<file path="config.mk">
export PLATFORM = sky130hd
export DESIGN_NAME = ospfb_fifo_read_sched
export DESIGN_NICKNAME = d
export VERILOG_FILES = /design/src/rtl/ospfb_fifo_read_sched.sv
export SDC_FILE = /design/constraint.sdc
export NUM_CORES = 1
export LEC_CHECK = 0
export CAP_MARGIN = 20
export CORE_ASPECT_RATIO = 1.1
export CORE_UTILIZATION = 46
export DETAILED_ROUTE_END_ITERATION = 10
export PLACE_DENSITY_LB_ADDON = 0.25
export SETUP_SLACK_MARGIN = 0.5
export SLEW_MARGIN = 20
export SYNTH_ARGS = -nofsm -noshare
export SYNTH_HDL_FRONTEND = slang
export SYNTH_SLANG_ARGS = --single-unit
</file>
<file path="constraint.sdc">
create_clock -name clk -period 1.9 [get_ports clk]
set_input_delay 0.38 -clock clk [delete_from_list [all_inputs] [get_ports clk]]
set_output_delay 0.38 -clock clk [all_outputs]
set_load 0.05 [all_outputs]
</file>
<file path="src/rtl/ospfb_fifo_read_sched.sv">
// Read scheduler between an input FIFO and an oversampled PFB front end: reads DEC_FAC
// samples per FFT_LEN-cycle window and flags the remaining cycles as hold (resample) cycles.
module ospfb_fifo_read_sched #(
   parameter int unsigned FFT_LEN     = 32,
   parameter int unsigned DEC_FAC     = 24,
   parameter int unsigned SRT_PHA     = DEC_FAC - 1,
   parameter int unsigned TDATA_WIDTH = 16,
   parameter int unsigned ERR_CNT_W   = 16
) (
   input  logic                   clk,
   input  logic                   rstn,
   input  logic                   en,
   input  logic                   prog_empty,
   input  logic [TDATA_WIDTH-1:0] s_axis_tdata,
   input  logic                   s_axis_tvalid,
   output logic                   s_axis_tready,
   output logic [TDATA_WIDTH-1:0] m_axis_tdata,
   output logic                   m_axis_tvalid,
   output logic                   hold,
   output logic                   running,
   output logic                   underflow,
   output logic [ERR_CNT_W-1:0]   uflow_cnt
);

   localparam int unsigned PHA_W = (FFT_LEN > 1) ? $clog2(FFT_LEN) : 1;
   localparam logic [PHA_W-1:0] PHA_LAST = PHA_W'(FFT_LEN - 1);
   localparam logic [PHA_W-1:0] PHA_SRT  = PHA_W'(SRT_PHA);
   // One extra bit so DEC_FAC == FFT_LEN compares correctly.
   localparam logic [PHA_W:0]   DEC_LIM  = (PHA_W + 1)'(DEC_FAC);

   typedef enum logic [1:0] {
      StIdle    = 2'd0,
      StPrefill = 2'd1,
      StRun     = 2'd2,
      StFault   = 2'd3
   } state_e;

   state_e                 r_state, w_state_d;
   logic [PHA_W-1:0]       r_phase, w_phase_d;
   logic [TDATA_WIDTH-1:0] r_tdata, w_tdata_d;
   logic                   r_tvalid, w_tvalid_d;
   logic                   r_hold, w_hold_d;
   logic                   r_underflow, w_underflow_d;
   logic [ERR_CNT_W-1:0]   r_cnt, w_cnt_d;

   logic w_run;
   logic w_in_window;
   logic w_read;
   logic w_uflow;

   assign w_run       = (r_state == StRun);
   assign w_in_window = ({1'b0, r_phase} < DEC_LIM);
   assign w_read      = w_run && w_in_window;
   assign w_uflow     = w_read && !s_axis_tvalid;

   always_comb begin
      w_state_d = r_state;
      w_phase_d = r_phase;
      unique case (r_state)
         StIdle: begin
            if (en) w_state_d = StPrefill;
         end
         StPrefill: begin
            if (!prog_empty) begin
               w_state_d = StRun;
               w_phase_d = PHA_SRT;
            end
         end
         StRun: begin
            w_phase_d = (r_phase == PHA_LAST) ? '0 : r_phase + 1'b1;
            if (w_uflow) w_state_d = StFault;
         end
         StFault: begin
            w_state_d = StFault;
         end
         default: begin
            w_state_d = StIdle;
         end
      endcase
      if (!en) begin
         w_state_d = StIdle;
         w_phase_d = '0;
      end
   end

   always_comb begin
      w_tvalid_d = en && w_read && s_axis_tvalid;
      w_hold_d   = en && w_run && !w_in_window;
      w_tdata_d  = r_tdata;
      if (!en) begin
         w_tdata_d = '0;
      end else if (w_read && s_axis_tvalid) begin
         w_tdata_d = s_axis_tdata;
      end
      w_underflow_d = r_underflow || w_uflow;
      if (!en || (r_state == StIdle)) w_underflow_d = 1'b0;
      // Counter survives en=0 and still counts an underflow coincident with it.
      w_cnt_d = r_cnt;
      if (w_uflow && (r_cnt != '1)) w_cnt_d = r_cnt + 1'b1;
   end

   always_ff @(posedge clk or negedge rstn) begin
      if (!rstn) begin
         r_state     <= StIdle;
         r_phase     <= '0;
         r_tdata     <= '0;
         r_tvalid    <= 1'b0;
         r_hold      <= 1'b0;
         r_underflow <= 1'b0;
         r_cnt       <= '0;
      end else begin
         r_state     <= w_state_d;
         r_phase     <= w_phase_d;
         r_tdata     <= w_tdata_d;
         r_tvalid    <= w_tvalid_d;
         r_hold      <= w_hold_d;
         r_underflow <= w_underflow_d;
         r_cnt       <= w_cnt_d;
      end
   end

   assign s_axis_tready = w_read;
   assign m_axis_tdata  = r_tdata;
   assign m_axis_tvalid = r_tvalid;
   assign hold          = r_hold;
   assign running       = w_run;
   assign underflow     = r_underflow;
   assign uflow_cnt     = r_cnt;

endmodule

</file>
==> results by group, run 1 <==
Layout
  • Final Util: ~84%
  • Commonest non-fill, non-tap cells in the layout: buf_4 (47), dfrtp_1 (26), clkdlybuf4s50_1 (19)
  • Fill count: 199
  • Share of cells above drive strength 1: 52.99%
  • Register area: around 1100 µm²
  • Final net count: 292
  • Commonest non-fill, non-tap cell in the layout: buf_4
  • Multi-input logic area: 993.5 µm²
  • Final cell count without fillers: 318
  • Area growth, synth to finish: 68.86%
  • # diodes: 0

Yosys
  • Netlist cell types: 32
  • Ys async rst share: 100.0%
  • Mapped cell area: 1861 µm²
  • Yosys warning count: 0
  • FF+latch count, synth: 42
  • Syn_area_per_cell: 11.56 µm²
  • Post-synth EDFFs: 0
  • Mapped Cells: 161
  • Syn Nets: approximately 190
  • Dominant synthesized flop cell: dfrtp_1
  • Seq/Total Area, Yosys: 56.49%

Detailed routing
  • Met3 wire len: 263 µm
  • Vias per cell: 5.591
  • Top routing layer in use: met4
  • Vias: 1,778
  • Post-DRT Antenna Nets: 0
  • Drt first pass iters: 4
  • Routed length per instance: 19.10 µm
  • Metal-1 WL: 2363 µm
  • WL final: 6074 µm
  • Drt initial violations: 112
  • WL met2: 3324 µm
  • DRC errors left: 0

STA
  • Final Setup Violations: 0
  • Hold violation count in the final report: 0
  • Total Negative Setup Slacks: 0 ns
  • Crit path time final: 1.658 ns
  • Tcrit/Tclk final: between 80% and 90%
  • Final max-slew violation count: 0
  • Final Skew: slightly above 0.01 ns
  • Worst slew margin: 53.78%
  • Tightest Pin Transition: just under 0.7 ns
  • Peak Freq: 603.2 MHz
  • RSZ-0062 raised after global routing: true

Place
  • Placed insts: 272
  • GPL Wtd Cong: 0.7974
  • Port bufs: 57
  • Final HPWL DP: around 3100 µm

Clocking
  • CTS buffer count: 5
  • Worst-Skew Late Latency: 0.30 ns
  • CTS tree: built
  • Root buffer selected by CTS: clkbuf_8
  • # clock sinks: 42
  • Clk slew on worst S/H paths: 0.09 ns
  • Clk buf depth: 2
  • H-tree Lvls: 2

Flow run
  • Max Cap Viol: 0

Global routing
  • Vias in the first global route: 1,752
  • First-pass GRT wire length: ~8500 µm
  • Pin count of the biggest net entering global routing: 32
  • Initial antenna violation count: 0
  • All-Layer GR Usage: 26.48%
  • Total gr overflow: 0

Power and ir drop
  • Switching share of power: 31.31%
  • Psw: 739.6 µW
  • Combinational share of power: approximately 28%
  • Flop pwr share: between 40% and 50%
  • VDD IR max: 0.5442 mV
  • P_leak: 1.550 nW
  • Pwr dens: 751.8 nW/µm²
  • Power share of the clock group: around 28%
  • Int Power: 1.622 mW

Setup path
  • WP data required: 2.07 ns
  • CP max FO: 4
  • Arrival @ worst endpoint: 1.83 ns
  • R2R cell count: 6
  • Setup crit start kind: flip-flop
  • Worst reg2reg path startpoint: uflow_cnt[10]
  • Crit. End Element: flip-flop
  • R2R Setup Slk: between 0.2 and 0.25 ns
  • Reg-to-reg endpoint: uflow_cnt[14]
  • Crit path launch: uflow_cnt[10]
  • Setup crit end: uflow_cnt[14]
  • WS Path Type: reg2reg

Hold path
  • Tightest Hold Check Type: in2async

Die
  • Placement Rows: 23
  • CORE AREA: approximately 3700 µm²
  • DIE AREA: roughly 4300 µm²
  • DIE WIDTH: 62.64 µm
  • Die H: 68.70 µm
  • # IOs: 58
  • Initial Utilization: roughly half

Outcome
  • Status: complete, no violations
## power by group through the flow
| stage | sequential [mW] | combinational, mW | clock (mW) |
|---|---|---|---|
| 6_report | 1.04 | 0.649 | 0.672 |
| 5_1_grt | 1.05 | 0.681 | 0.718 |
| 4_1_cts | 1.03 | 0.577 | 0.668 |
| 3_5_place_dp | 1.06 | 0.491 | 0 |
| 3_3_place_gp | 1.05 | 0.475 | 0 |
| 2_1_floorplan | 1.20 | 0.145 | 0 |
## area by class of cell
class	instances	area share (%)
clock buffer	8	3.505
inverter	4	0.5974
multi-input combinational	112	31.62
sequential	42	34.09
tap	50	1.991
timing repair buffer	102	28.20
## metal layers
layer  vias up  GRT usage (%)
li1        796              -
met1       901          31.06
met2        68          45.38
met3        13          7.895
met4         0          12.50
met5         -              0
## state kept, by name, summed over array words and instances (netlist names)
signal         count
hold               1
m_axis_tdata      16
m_axis_tvalid      1
r_phase            5
r_state            2
uflow_cnt         16
underflow          1
## cells in the mapped netlist (all sizes together) (2+ instances only)
master,count,share of area (%)
and3,3,1.0
a22o,16,7.5
nor3b,3,1.2
nand4,4,1.3
nand3,5,1.3
dfrtp,42,56
nor2,8,1.7
inv,4,0.81
a21oi,4,1.1
nand2,16,3.2
nor4,6,3.2
ha,4,2.7
buf,4,1.2
nor3,7,1.9
o21ai,6,1.6
nand2b,2,0.67
xor2,16,7.5
## how the worst min path moves through the flow
| stage | from | endpoint | slack [ns] | cells after the start |
|---|---|---|---|---|
| 2_1_floorplan | rstn | hold | 0.08 | 0 |
| 3_3_place_gp | rstn | m_axis_tdata[12] | 0.44 | 1 |
| 3_5_place_dp | rstn | m_axis_tdata[14] | 0.45 | 1 |
| 4_1_cts | rstn | uflow_cnt[14] | 0.13 | 1 |
| 5_1_grt | rstn | uflow_cnt[10] | 0.16 | 1 |
| 6_report | rstn | m_axis_tdata[9] | 0.12 | 1 |
## what timing repair did
item                       CTS  global route
pin swaps                   10             5
gates cloned                 1             0
setup buffers               26            11
resized for setup           94            42
setup endpoints to repair   56            53
hold buffers                 0             0
## kinds of logic after synthesis
logic type,count (synthesis),synth area share (%)
XOR/XNOR,16,7.532
buffers and inverters,8,2.017
adder cells (fa/ha/maj),4,2.690
AO/OA/AOI/OAI,30,11.77
multiplexers,1,0.6052
AND/OR/NAND/NOR,60,18.90
flip-flops,42,56.49
## critical path: stages (launching register included)
cell,delay (ns)
dfrtp_2,0.41
nand4_1,0.22
buf_4,0.22
o211ai_1,0.27
buf_4,0.20
nor4_2,0.05
xor2_1,0.16
## per-stage QoR
| step | instance area [µm²] | hold WS (ns) | worst slack [ns] | total power, mW |
|---|---|---|---|---|
| finish | 3142 | 0.1170 | 0.2422 | 2.362 |
| floorplan | 1959 | 0.08441 | 0.2071 | 1.348 |
| global route | 3142 | 0.1620 | 0.1938 | 2.447 |
| detailed placement | 2606 | 0.4460 | 0.09490 | 1.551 |
| CTS | 3002 | 0.1291 | 0.3290 | 2.279 |
| global placement | 2606 | 0.4367 | 0.1164 | 1.528 |
Power figures use the tool's default switching activity.
==> run 2, diff against run 1 <==
- CORE_UTILIZATION: 46 -> 56
- DONT_BUFFER_PORTS: default -> 1
==> run 2 against run 1 <==
Compared with the run above:
- the run now ends with DRC left
- flip-flop and latch count is the same
- critical path depth unchanged
- worst hold slack got worse by 0.0015 ns
- utilization grew 11 points
- critical path type unchanged
- largest power group unchanged
==> results by group, run 2 (synthesized netlist as in run 1, its figures left out) <==
Die
  • DIE WIDTH: 56.96 µm (was 62.64 µm)
  • CORE AREA: 3100 µm² (was 3741 µm²)
  • DIE AREA: 3557 µm² (was 4303 µm²)
  • # IOs: 58 (unchanged)
  • Initial Utilization: 60.01% (was 49.73%)
  • Placement Rows: 21 (was 23)
  • Die H: 62.46 µm (was 68.70 µm)

STA
  • Tcrit/Tclk final: 96.71% (was 87.25%)
  • Final Setup Violations: 0 (unchanged)
  • Crit path time final: 1.837 ns (was 1.658 ns)
  • RSZ-0062 raised after global routing: true (unchanged)
  • Worst slew margin: 60.68% (was 53.78%)
  • Final max-slew violation count: 0 (unchanged)
  • Fin Hold WS: 0.1155 ns (was 0.1170 ns)
  • Hold violation count in the final report: 0 (unchanged)
  • Peak Freq: 544.2 MHz (was 603.2 MHz)
  • Total Negative Setup Slacks: 0 ns (unchanged)
  • Tightest Pin Transition: 0.5872 ns (was 0.6934 ns)
  • Final Skew: 0.02351 ns (was 0.01012 ns)

Setup path
  • Setup crit start kind: flip-flop (unchanged)
  • R2R cell count: 6 (unchanged)
  • Crit. End Element: flip-flop (unchanged)
  • Crit-path leading delay family: simple AND/OR/NAND/NOR gates (was buffers and inverters)
  • CP max-delay cell: dfrtp_2 (unchanged)
  • WS Path Type: reg2reg (unchanged)
  • CP max stage delay: 0.45 ns (was 0.41 ns)
  • CP max FO: 4 (unchanged)
  • Arrival @ worst endpoint: 2.12 ns (was 1.83 ns)
  • WP depth: 6 (unchanged)
  • WP data required: 2.18 ns (was 2.07 ns)
  • Crit path buffers/inverters: 1 (was 2)
  • Critical path, cell by cell: ha_4 > buf_6 > and4_4 > o211ai_1 > nor3_2 > xor2_1 (was nand4_1 > buf_4 > o211ai_1 > buf_4 > nor4_2 > xor2_1)

Global routing
  • First-pass GRT wire length: 9018 µm (was 8514 µm)
  • Pin count of the biggest net entering global routing: 43 (was 32)
  • Initial antenna violation count: 0 (unchanged)
  • Total gr overflow: 0 (unchanged)
  • Vias in the first global route: 1,775 (was 1,752)
  • All-Layer GR Usage: 34.83% (was 26.48%)

Clocking
  • Worst-Skew Late Latency: 0.39 ns (was 0.30 ns)
  • Clk slew on worst S/H paths: 0.15 ns (was 0.09 ns)
  • Clk buf depth: 2 (unchanged)
  • # clock sinks: 42 (unchanged)
  • H-tree Lvls: 2 (unchanged)
  • CTS buffer count: 5 (unchanged)
  • CTS tree: built (unchanged)
  • Root buffer selected by CTS: clkbuf_4 (was clkbuf_8)

Power and ir drop
  • Psw: 848.8 µW (was 739.6 µW)
  • Int Power: 1.733 mW (was 1.622 mW)
  • Flop pwr share: 41.9% (was 44.1%)
  • Power share of the clock group: 30.4% (was 28.4%)
  • Final Total Pwr: 2.582 mW (was 2.362 mW)
  • P_leak: 1.350 nW (was 1.550 nW)
  • VDD IR max: 1.093 mV (was 0.5442 mV)
  • Pwr dens: 876.2 nW/µm² (was 751.8 nW/µm²)
  • Switching share of power: 32.88% (was 31.31%)
  • Combinational share of power: 27.6% (was 27.5%)

Place
  • GPL Wtd Cong: 0.7851 (was 0.7974)
  • Placed insts: 211 (was 272)
  • Final HPWL DP: 2681 µm (was 3136 µm)
  • Port bufs: 0 (was 57)

Detailed routing
  • Drt initial violations: 169 (was 112)
  • Post-DRT Antenna Nets: 0 (unchanged)
  • Vias per cell: 7.179 (was 5.591)
  • Drt first pass iters: 8 (was 4)
  • WL final: 7991 µm (was 6074 µm)
  • Vias: 1,881 (was 1,778)
  • Routed length per instance: 30.50 µm (was 19.10 µm)
  • DRC errors left: 10 (was 0)

Outcome
  • Status: finished, violations left (was complete, no violations)
  • Failing checks: DRC

Layout
  • Area growth, synth to finish: 58.37% (was 68.86%)
  • Fill count: 73 (was 199)
  • Final cell count without fillers: 262 (was 318)
  • # diodes: 0 (unchanged)
  • Share of cells above drive strength 1: 64.47% (was 52.99%)
  • Commonest non-fill, non-tap cells in the layout: dfrtp_2 (33), buf_4 (32), buf_6 (18) (was buf_4 (47), dfrtp_1 (26), clkdlybuf4s50_1 (19))
  • Commonest non-fill, non-tap cell in the layout: dfrtp_2 (was buf_4)
  • Final net count: 252 (was 292)

Hold path
  • Tightest Hold Check Type: in2reg (was in2async)
  • Hold depth: 2

Flow run
  • Max Cap Viol: 0 (unchanged)
==> run 2: cell types whose count changed in the layout (fill, tap and decap cells not counted), moves of 5 or more <==
cell	previous run	this run
clkbuf_4	0	5
dfrtp_2	16	33
clkbuf_8	8	1
buf_2	17	0
buf_4	47	32
clkdlybuf4s50_1	19	0
buf_6	9	18
dfrtp_1	26	9
==> run 2: power by group through the flow <==
stage               combinational [mW]  clock (mW)  sequential (mW)
floorplan                        0.145           0             1.20
global placement                 0.365           0             1.07
detailed placement               0.377           0             1.07
CTS                              0.517       0.756             1.06
global route                     0.727       0.820             1.08
finish                           0.714       0.785             1.08
==> run 2: final cells by class <==
class / instances / area [µm²] / area share, %
Clock buffer: 6 / 51.30 / 1.741
Clock inverter: 2 / 60.06 / 2.038
Inverter: 4 / 18.77 / 0.6369
Multi-Input combinational cell: 112 / 1028 / 34.90
Sequential cell: 42 / 1092 / 37.07
Tap cell: 34 / 42.54 / 1.444
Timing Repair Buffer: 62 / 653.1 / 22.17
==> run 2: path summary, 6_finish.rpt <==
| path | from | endpoint | slack [ns] |
|---|---|---|---|
| setup / recovery | uflow_cnt[0] | uflow_cnt[12] | 0.06 |
| hold / removal | en | underflow | 0.12 |
| setup reg to reg | uflow_cnt[0] | uflow_cnt[12] | 0.06 |
| hold reg to reg | uflow_cnt[9] | uflow_cnt[9] | 0.66 |
| max in group asynchronous | rstn | m_axis_tdata[15] | 1.22 |
| min in group asynchronous | rstn | r_phase[0] | 0.43 |
==> run 2: routing by layer <==
layer  up-vias  global-route usage [%]  wire length [µm]
li1        718                       -                 -
met1       903                   35.70              2487
met2       191                   59.41              3933
met3        69                   10.14               755
met4         0                   25.00               815
met5         -                       0                 0
==> run 2: timing repair <==
action	4_1_cts	5_1_grt
gates cloned	1	1
hold buffers	2	0
endpoints found under the hold margin	42	0
setup buffers	24	15
gates resized for setup	59	31
pin swaps	13	27
setup endpoints to repair	60	59
==> run 2: stage by stage <==
| stage | util (%) | setup WS (ns) | area, µm² |
|---|---|---|---|
| 4_1_cts | 86.44 | 0.2257 | 2680 |
| 3_3_place_gp | 68.40 | 0.3255 | 2121 |
| 6_report | 95.04 | 0.06257 | 2947 |
| 3_5_place_dp | 68.40 | 0.2494 | 2121 |
| 5_1_grt | 95.04 | 0.06736 | 2947 |
| 2_1_floorplan | - | 0.2071 | 1959 |
==> run 2: worst register-to-register path, delay by kind of cell, from the launching register on <==
family	cells	cell delay (ns)
simple gates	2	0.54
flops	1	0.45
compound gates	1	0.25
xor+xnor	1	0.24
fa+ha+maj	1	0.16
buf+inv	1	0.11
==> run 3, diff against run 2 <==
- CORE_ASPECT_RATIO: 1.1 -> 1.5
- CTS_CLUSTER_SIZE: default -> 10
==> run 3 against run 2 <==
Compared with the run above:
- the flow now finishes without violations
- global-route usage fell by 3.1 points
- sequential power barely moved
- sequential share of layout area fell by 1.0 points
- non-clock buffer count rose by 3
- first-iteration DRC count fell by 58%
- flip-flop and latch count did not move
- cell count rose by 3.4%
- clock power fell by 22%
- critical path type unchanged
- highest routed layer unchanged
==> results by group, run 3 (synthesized netlist as in run 1, its figures left out) <==
Outcome
  • Status: complete, no violations (was finished, violations left)

Global routing
  • First-pass GRT wire length: 8231 µm (was 9018 µm)
  • Vias in the first global route: 1,686 (was 1,775)
  • All-Layer GR Usage: 31.73% (was 34.83%)
  • Initial antenna violation count: 0 (unchanged)
  • Pin count of the biggest net entering global routing: 43 (unchanged)
  • Total gr overflow: 0 (unchanged)

STA
  • RSZ-0062 raised after global routing: true (unchanged)
  • Final worst setup slack: 0.05148 ns (was 0.06257 ns)
  • Hold violation count in the final report: 0 (unchanged)
  • Peak Freq: 541.0 MHz (was 544.2 MHz)
  • Worst slew margin: 66.18% (was 60.68%)
  • Final Setup Violations: 0 (unchanged)
  • Fin Hold WS: 0.2031 ns (was 0.1155 ns)
  • Tcrit/Tclk final: 97.29% (was 96.71%)
  • Tightest Pin Transition: 0.5073 ns (was 0.5872 ns)
  • Total Negative Setup Slacks: 0 ns (unchanged)
  • Final Skew: 0.009331 ns (was 0.02351 ns)
  • Final max-slew violation count: 0 (unchanged)
  • Crit path time final: 1.849 ns (was 1.837 ns)

Power and ir drop
  • Final Total Pwr: 2.340 mW (was 2.582 mW)
  • P_leak: 1.401 nW (was 1.350 nW)
  • VDD IR max: 0.9947 mV (was 1.093 mV)
  • Pwr dens: 788.2 nW/µm² (was 876.2 nW/µm²)

Setup path
  • Crit path buffers/inverters: 2 (was 1)
  • Setup crit start kind: flip-flop (unchanged)
  • CP max stage delay: 0.45 ns (about the same)
  • R2R Setup Slk: 0.05 ns (was 0.06 ns)
  • CP max-delay cell: nor3_1 (was dfrtp_2)
  • Crit-path leading delay family: simple AND/OR/NAND/NOR gates (unchanged)
  • WP data required: 2.12 ns (was 2.18 ns)
  • CP max FO: 8 (was 4)
  • Crit. End Element: flip-flop (unchanged)
  • WS Path Type: reg2reg (unchanged)
  • Critical path, cell by cell: nand2b_4 > clkinvlp_4 > buf_4 > nand3b_4 > nor3_1 > xor2_1 (was ha_4 > buf_6 > and4_4 > o211ai_1 > nor3_2 > xor2_1)
  • Arrival @ worst endpoint: 2.07 ns (was 2.12 ns)

Place
  • Place WS: 0.2639 ns (was 0.2494 ns)
  • Final HPWL DP: 2890 µm (was 2681 µm)
  • GPL Wtd Cong: 0.8107 (was 0.7851)
  • Port bufs: 0 (unchanged)
  • Placed inst area: 2128 µm² (was 2121 µm²)

Clocking
  • Clk buf depth: 2 (unchanged)
  • H-tree Lvls: 2 (unchanged)
  • Worst-Skew Late Latency: 0.31 ns (was 0.39 ns)
  • CTS buffer count: 5 (unchanged)
  • # clock sinks: 42 (unchanged)
  • Clk slew on worst S/H paths: 0.09 ns (was 0.15 ns)
  • CTS tree: built (unchanged)
  • Root buffer selected by CTS: clkbuf_8 (was clkbuf_4)

Die
  • Die H: 72.60 µm (was 62.46 µm)
  • Placement Rows: 25 (was 21)
  • DIE AREA: 3562 µm² (was 3557 µm²)
  • DIE WIDTH: 49.06 µm (was 56.96 µm)
  • CORE AREA: 3159 µm² (was 3100 µm²)
  • # IOs: 58 (unchanged)
  • Initial Utilization: 58.89% (was 60.01%)

Layout
  • # diodes: 0 (unchanged)
  • Commonest non-fill, non-tap cell in the layout: buf_4 (was dfrtp_2)
  • Fill count: 87 (was 73)
  • Commonest non-fill, non-tap cells in the layout: buf_4 (40), dfrtp_1 (26), xor2_1 (16), a22o_1 (16), dfrtp_2 (16) (was dfrtp_2 (33), buf_4 (32), buf_6 (18))
  • Final net count: 255 (was 252)
  • Area growth, synth to finish: 59.58% (was 58.37%)
  • Fin area: 2969 µm² (was 2947 µm²)
  • Share of cells above drive strength 1: 57.14% (was 64.47%)

Detailed routing
  • Routed length per instance: 26.48 µm (was 30.50 µm)
  • DRC errors left: 0 (was 10)
  • Vias: 1,806 (was 1,881)
  • WL final: 7177 µm (was 7991 µm)
  • Vias per cell: 6.664 (was 7.179)
  • Drt first pass iters: 4 (was 8)
  • Drt initial violations: 71 (was 169)
  • Post-DRT Antenna Nets: 0 (unchanged)

Hold path
  • Tightest Hold Check Type: in2reg (unchanged)

Flow run
  • Max Cap Viol: 0 (unchanged)
run 3: changes by cell type in the layout (fill, tap and decap cells not counted), moves of 3 or more:
cell	previous run	this run
dfrtp_1	9	26
dfrtp_2	33	16
buf_4	32	40
buf_6	18	13
clkbuf_4	5	0
nor3_2	5	0
clkbuf_8	1	5
nor3_4	2	5
run 3: repair_timing:
action	in CTS	in global routing
setup buffers	24	18
hold endpoints to repair	42	0
resized for setup	31	44
cloned	1	1
hold buffers	2	0
pin swaps	10	30
endpoints found under the setup margin	39	46
run 3: final timing paths:
check | depth (start not counted) | from | to
min reg2reg | 2 | uflow_cnt[3] | uflow_cnt[3]
max reg2reg | 6 | r_state[0] | uflow_cnt[12]
max | 6 | r_state[0] | uflow_cnt[12]
min in group asynchronous | 2 | rstn | m_axis_tdata[14]
min | 2 | en | r_phase[0]
max in group asynchronous | 2 | rstn | uflow_cnt[4]
run 3: cell type report:
cell class	count	area, µm²	area share [%]
tap	40	50.05	1.686
sequential	42	1071	36.07
multi-input combinational	112	1074	36.16
timing repair buffer	65	661.9	22.29
clock buffer	5	68.82	2.318
clock inverter	3	25.02	0.8428
inverter	4	18.77	0.6321
run 3: report_power, final:
| part | internal, mW | switching, mW |
|---|---|---|
| clock network | 0.265 | 0.348 |
| registers | 0.960 | 0.115 |
| logic | 0.294 | 0.358 |
| total | 1.52 | 0.821 |
run 3: per-stage QoR:
step	cells	utilization (%)
floorplan	161	-
global placement	217	67.37
detailed placement	217	67.37
CTS	252	82.38
global route	271	93.98
finish	271	93.98
run 3: metal layers:
layer  GRT usage, %  wire length, µm  vias up
li1               -                -      729
met1          31.98             2396      923
met2          56.01             3817      114
met3          10.83              496       40
met4          18.63              466        0
met5              0                0        -
